$ cat src/rtl/debug_cmd_executor.sv
`default_nettype none
// ============================================================================
// Module      : debug_cmd_executor
// Description : Executes debug-port commands (halt/run/step and memory
//               read/write with auto-increment) behind a 4-phase REQX/ACKX
//               handshake, with a cycle timeout on CPU and memory waits.
// Revision    : 1.0 - initial release
// ============================================================================
module debug_cmd_executor #(
    parameter int ADDR_W  = 16,
    parameter int DATA_W  = 16,
    parameter int TIMEOUT = 255
) (
    input  logic              CLK,
    input  logic              RESET_N,
    input  logic              REQX,
    input  logic [3:0]        OP,
    input  logic [ADDR_W-1:0] ADDR,
    input  logic [DATA_W-1:0] WDATA,
    output logic              ACKX,
    output logic [DATA_W-1:0] RDATA,
    output logic              ERR,
    output logic              BUSY,
    output logic              HALT_REQ,
    output logic              STEP,
    input  logic              CPU_HALTED,
    output logic              MEM_REQ,
    output logic              MEM_WR,
    output logic [ADDR_W-1:0] MEM_ADDR,
    output logic [DATA_W-1:0] MEM_WDATA,
    input  logic [DATA_W-1:0] MEM_RDATA,
    input  logic              MEM_READY
);

    localparam logic [2:0] ST_IDLE      = 3'd0;
    localparam logic [2:0] ST_EXEC      = 3'd1;
    localparam logic [2:0] ST_WAIT_HALT = 3'd2;
    localparam logic [2:0] ST_MEM       = 3'd3;
    localparam logic [2:0] ST_ACK       = 3'd4;

    localparam logic [3:0] OP_NOP     = 4'd0;
    localparam logic [3:0] OP_HALT    = 4'd1;
    localparam logic [3:0] OP_RUN     = 4'd2;
    localparam logic [3:0] OP_STEP    = 4'd3;
    localparam logic [3:0] OP_MEM_RD  = 4'd4;
    localparam logic [3:0] OP_MEM_WR  = 4'd5;
    localparam logic [3:0] OP_RD_INC  = 4'd6;

    localparam logic [7:0] TO_LIMIT   = 8'(TIMEOUT);

    logic              req_meta;
    logic              req_s;
    logic              armed;
    logic [2:0]        state;
    logic [3:0]        op_l;
    logic [ADDR_W-1:0] addr_l;
    logic [DATA_W-1:0] wdata_l;
    logic [ADDR_W-1:0] ptr;
    logic [7:0]        to_cnt;

    assign BUSY = (state != ST_IDLE);

    // Two-flop synchronizer for the asynchronous request line
    always_ff @(posedge CLK) begin
        if (!RESET_N) begin
            req_meta <= 1'b0;
            req_s    <= 1'b0;
        end else begin
            req_meta <= REQX;
            req_s    <= req_meta;
        end
    end

    // Command FSM: capture, execute, wait for CPU/memory, then handshake out
    always_ff @(posedge CLK) begin
        if (!RESET_N) begin
            state     <= ST_IDLE;
            armed     <= 1'b0;
            op_l      <= 4'd0;
            addr_l    <= '0;
            wdata_l   <= '0;
            ptr       <= '0;
            to_cnt    <= 8'd0;
            ACKX      <= 1'b0;
            ERR       <= 1'b0;
            HALT_REQ  <= 1'b0;
            STEP      <= 1'b0;
            MEM_REQ   <= 1'b0;
            MEM_WR    <= 1'b0;
            MEM_ADDR  <= '0;
            MEM_WDATA <= '0;
            RDATA     <= '0;
        end else begin
            STEP <= 1'b0;
            case (state)
                ST_IDLE: begin
                    // A request is only accepted after REQ_S was seen low,
                    // so a request still held high never re-triggers
                    if (!req_s) begin
                        armed <= 1'b1;
                    end else if (armed) begin
                        armed   <= 1'b0;
                        op_l    <= OP;
                        addr_l  <= ADDR;
                        wdata_l <= WDATA;
                        ERR     <= 1'b0;
                        state   <= ST_EXEC;
                    end
                end
                ST_EXEC: begin
                    to_cnt <= 8'd0;
                    case (op_l)
                        OP_NOP: begin
                            ACKX  <= 1'b1;
                            state <= ST_ACK;
                        end
                        OP_HALT: begin
                            HALT_REQ <= 1'b1;
                            state    <= ST_WAIT_HALT;
                        end
                        OP_RUN: begin
                            HALT_REQ <= 1'b0;
                            ACKX     <= 1'b1;
                            state    <= ST_ACK;
                        end
                        OP_STEP: begin
                            if (CPU_HALTED) begin
                                STEP <= 1'b1;
                            end else begin
                                ERR <= 1'b1;
                            end
                            ACKX  <= 1'b1;
                            state <= ST_ACK;
                        end
                        OP_MEM_RD, OP_MEM_WR, OP_RD_INC: begin
                            if (!CPU_HALTED) begin
                                ERR   <= 1'b1;
                                ACKX  <= 1'b1;
                                state <= ST_ACK;
                            end else begin
                                MEM_REQ   <= 1'b1;
                                MEM_WR    <= (op_l == OP_MEM_WR);
                                MEM_WDATA <= wdata_l;
                                if (op_l == OP_RD_INC) begin
                                    MEM_ADDR <= ptr;
                                end else begin
                                    MEM_ADDR <= addr_l;
                                    ptr      <= addr_l;
                                end
                                state <= ST_MEM;
                            end
                        end
                        default: begin
                            ERR   <= 1'b1;
                            ACKX  <= 1'b1;
                            state <= ST_ACK;
                        end
                    endcase
                end
                ST_WAIT_HALT: begin
                    if (CPU_HALTED) begin
                        ACKX  <= 1'b1;
                        state <= ST_ACK;
                    end else if (to_cnt == TO_LIMIT) begin
                        ERR   <= 1'b1;
                        ACKX  <= 1'b1;
                        state <= ST_ACK;
                    end else begin
                        to_cnt <= to_cnt + 8'd1;
                    end
                end
                ST_MEM: begin
                    if (MEM_READY) begin
                        MEM_REQ <= 1'b0;
                        if (op_l != OP_MEM_WR) begin
                            RDATA <= MEM_RDATA;
                        end
                        if (op_l == OP_RD_INC) begin
                            ptr <= ptr + ADDR_W'(1);
                        end
                        ACKX  <= 1'b1;
                        state <= ST_ACK;
                    end else if (to_cnt == TO_LIMIT) begin
                        MEM_REQ <= 1'b0;
                        ERR     <= 1'b1;
                        ACKX    <= 1'b1;
                        state   <= ST_ACK;
                    end else begin
                        to_cnt <= to_cnt + 8'd1;
                    end
                end
                ST_ACK: begin
                    if (!req_s) begin
                        ACKX  <= 1'b0;
                        state <= ST_IDLE;
                    end
                end
                default: begin
                    state <= ST_IDLE;
                end
            endcase
        end
    end

endmodule
`default_nettype wire

$ cat config.mk
export PLATFORM = sky130hd
export DESIGN_NAME = debug_cmd_executor
export DESIGN_NICKNAME = d
export VERILOG_FILES = /design/src/rtl/debug_cmd_executor.sv
export SDC_FILE = /design/constraint.sdc
export NUM_CORES = 1
export LEC_CHECK = 0
export ABC_CLOCK_PERIOD_IN_PS = 2400
export CORE_ASPECT_RATIO = 2
export CORE_MARGIN = 2
export CORE_UTILIZATION = 30
export DETAILED_ROUTE_END_ITERATION = 8
export PLACE_DENSITY = 0.58
export RECOVER_POWER = 50
export SYNTH_ARGS = -nofsm -noshare
export SYNTH_HDL_FRONTEND = slang
export SYNTH_SLANG_ARGS = --single-unit
$ cat constraint.sdc
create_clock -name CLK -period 2.4 [get_ports CLK]
set_input_delay 0.24 -clock CLK [delete_from_list [all_inputs] [get_ports CLK]]
set_output_delay 0.24 -clock CLK [all_outputs]
set_load 0.02 [all_outputs]
==> metrics.txt <==
synthesized area=roughly 5000 um2; Skew-Pair Late Insertion Delay=around 0.41 ns; Synth async-reset ratio=0; die height=187 um; worst hold path type=input pin to register; Remaining Overflow, GRT=0; layout cells sized above 1=0.0760; Clock Skew=a little under 0.01 ns; Synth top area share=0.477; GRT Resource Usage Total=0.159; DRC violations left=0; critical path launch point=state[2]; Syn Inst Count=a little over 600; largest net degree at the start of global routing=38; final net count=approximately 770; Crit Path Class=register to primary output; commonest non-fill, non-tap cell in the layout=nand2_1; FF-to-FF path depth=5; # diodes=0; root buffer cell=clkbuf_16; final critical-path required period=2.19 ns; I/O Buffers=roughly 110; CTS tree=yes; fin crit share=0.912; worst r2r src=state[1]; Main synth FF type=dfxtp_1; first-pass GRT wire length=~23000 um; WHS Endpoint=wdata_l[2]; Wirelength per Cell=approximately 15 um; Worst-path clk slew=0.06 ns; Slowest-stage cell, CP=clkdlybuf4s50_1; setup_tns=0 ns; yosys warns=0; P_leak=2.61 nW; vias in the first global route=around 4600; Fin. Hold Viols=0; most frequent cells in the layout=126 x nand2_1, 120 x dfxtp_1, 74 x a21oi_1; Worst Path Required=2.16 ns; CP Data Arrival Time=about 2.0 ns; Post-synth EDFFs=0; pre-CTS WS=roughly 0.15 ns; #FFs+latches synth=120; RD Place Congestion=0.836; max-slew violations=0; Via Count=4557; worst hold stages=3; reg-to-reg slack, setup=roughly 0.38 ns; Rows=67; CP Launch Type=register; crit-path max FO=11; hold buffers post-CTS=0; TritonRoute pass-1 iters=4; post-CTS setup buffers=0; PnR worst setup slack=0.211 ns; DP HPWL=around 9200 um; Inserted Clock Buffers=17; Setup violations, final=0; Syn Nets=~670; Fmax=~0.46 GHz; core area=roughly 17000 um2; crit-path cells=nor3_1 > inv_1 > clkdlybuf4s50_1; outcome=finished clean; syn_area_per_cell=around 8.3 um2; RR Endpoint=ptr[7]; RSZ-0062 raised after global routing=no; CTS Buffer Depth=2; max-cap violation count=0; hold path startpoint=WDATA[2]; P&R area growth vs syn=37.7%; PD cells=around 700 nW/um2; Starting Density=0.303; initial antenna violation count=0; number of nets with antenna violations after routing=0; number of library cell types mapped by synthesis=slightly below 60; largest area contributor in the netlist=dfxtp_1; DR iter-0 viols=just over 200; sequential-to-total area share from yosys stat=0.477; vias per inst=between 4 and 5; worst slew pin tran=0.964 ns; Worst path max stage delay=roughly 0.6 ns; Ports=about 110; Total Die Area=between 15000 and 20000 um2; WL final=roughly 14000 um; CTS H-tree depth=4; Rel. slew slack=0.357; Post-CTS Resized=0; Peak VDD IR=around 0.44 mV; Clock Sinks=120; Setup crit end kind=primary output; Chip Width=roughly 96 um; Area contributors post-synth=dfxtp_1 48%, nand2_1 9.4%, a21oi_1 7.4%, mux2i_1 6.6%, nor2_1 4.9%
[where the power goes]
part	internal [mW]	total (mW)	leakage [nW]	switching, mW
clock	1.71	2.62	0.284	0.914
sequential	2.01	2.02	0.968	0.0131
combinational	0.113	0.210	1.36	0.0963
[area by class of cell]
type	instances	area, um2
inverters	7	26.3
well taps	207	259
clock inverters	10	145
clock buffers	21	470
fillers	1686	9660
repair buffers	124	1200
flip-flops and latches	120	2400
multi-input cells	442	2440
[layer usage]
| layer | share of wire | GRT usage | vias up |
|---|---|---|---|
| met1 | 0.45 | 0.207 | 2083 |
| met5 | 0 | 0 | - |
| met2 | 0.46 | 0.250 | 142 |
| met4 | 0.0056 | 0.0396 | 0 |
| li1 | - | - | 2324 |
| met3 | 0.077 | 0.0560 | 8 |
[synthesized netlist by cell type (all sizes together), types with 5 or more instances]
cell / number
o21ai: 20
a211oi: 17
a21oi: 75
nand2: 126
mux2i: 33
o22ai: 5
nand3: 16
nor2: 67
buf: 17
dfxtp: 120
clkbuf: 22
inv: 7
nor3: 10
[cell families (layout without fill, tap and decap cells)]
| family | count (synthesis) | count (layout) | share of synthesized area |
|---|---|---|---|
| xor+xnor | 4 | 4 | 0.00695 |
| fa+ha+maj | 2 | 2 | 0.00497 |
| flops | 120 | 120 | 0.477 |
| buf+inv | 46 | 162 | 0.0395 |
| simple gates | 255 | 255 | 0.226 |
| compound gates | 147 | 147 | 0.178 |
| mux | 34 | 34 | 0.0678 |
[critical path: cells and delay by family (launching register included)]
kind / cells / cell delay [ns]
buffers and inverters: 2 / 0.74
and+or+nand+nor: 1 / 0.41
DFF: 1 / 0.39
[flip-flops by register name, indices dropped and copies added (netlist names)]
register,cells
HALT_REQ,1
ptr,16
RDATA,16
req_s,1
ACKX,1
to_cnt,8
MEM_ADDR,16
ERR,1
req_meta,1
op_l,4
addr_l,16
armed,1
STEP,1
MEM_WR,1
MEM_REQ,1
MEM_WDATA,16
wdata_l,16
state,3
[through the flow]
| step | power [mW] | hold slack [ns] | cell area (um2) | util | cells |
|---|---|---|---|---|---|
| after floorplan | 2.15 | 0.358 | 5040 | - | 608 |
| after global placement | 2.28 | 0.417 | 6330 | 0.382 | 900 |
| after detailed placement | 2.28 | 0.429 | 6330 | 0.382 | 900 |
| after CTS | 4.92 | 0.360 | 6950 | 0.419 | 931 |
| after global routing | 5.02 | 0.370 | 6940 | 0.418 | 931 |
| final | 4.86 | 0.366 | 6940 | 0.418 | 931 |
[how the worst max path moves through the flow]
stage | endpoint | slack, ns | cells past startpoint
after detailed placement | ptr[4] | 0.15 | 6
after global placement | ptr[4] | 0.21 | 6
after CTS | BUSY | 0.19 | 3
after floorplan | ptr[10] | 0.74 | 7
after global routing | BUSY | 0.05 | 3
final | BUSY | 0.21 | 3
Power figures use the tool's default switching activity.
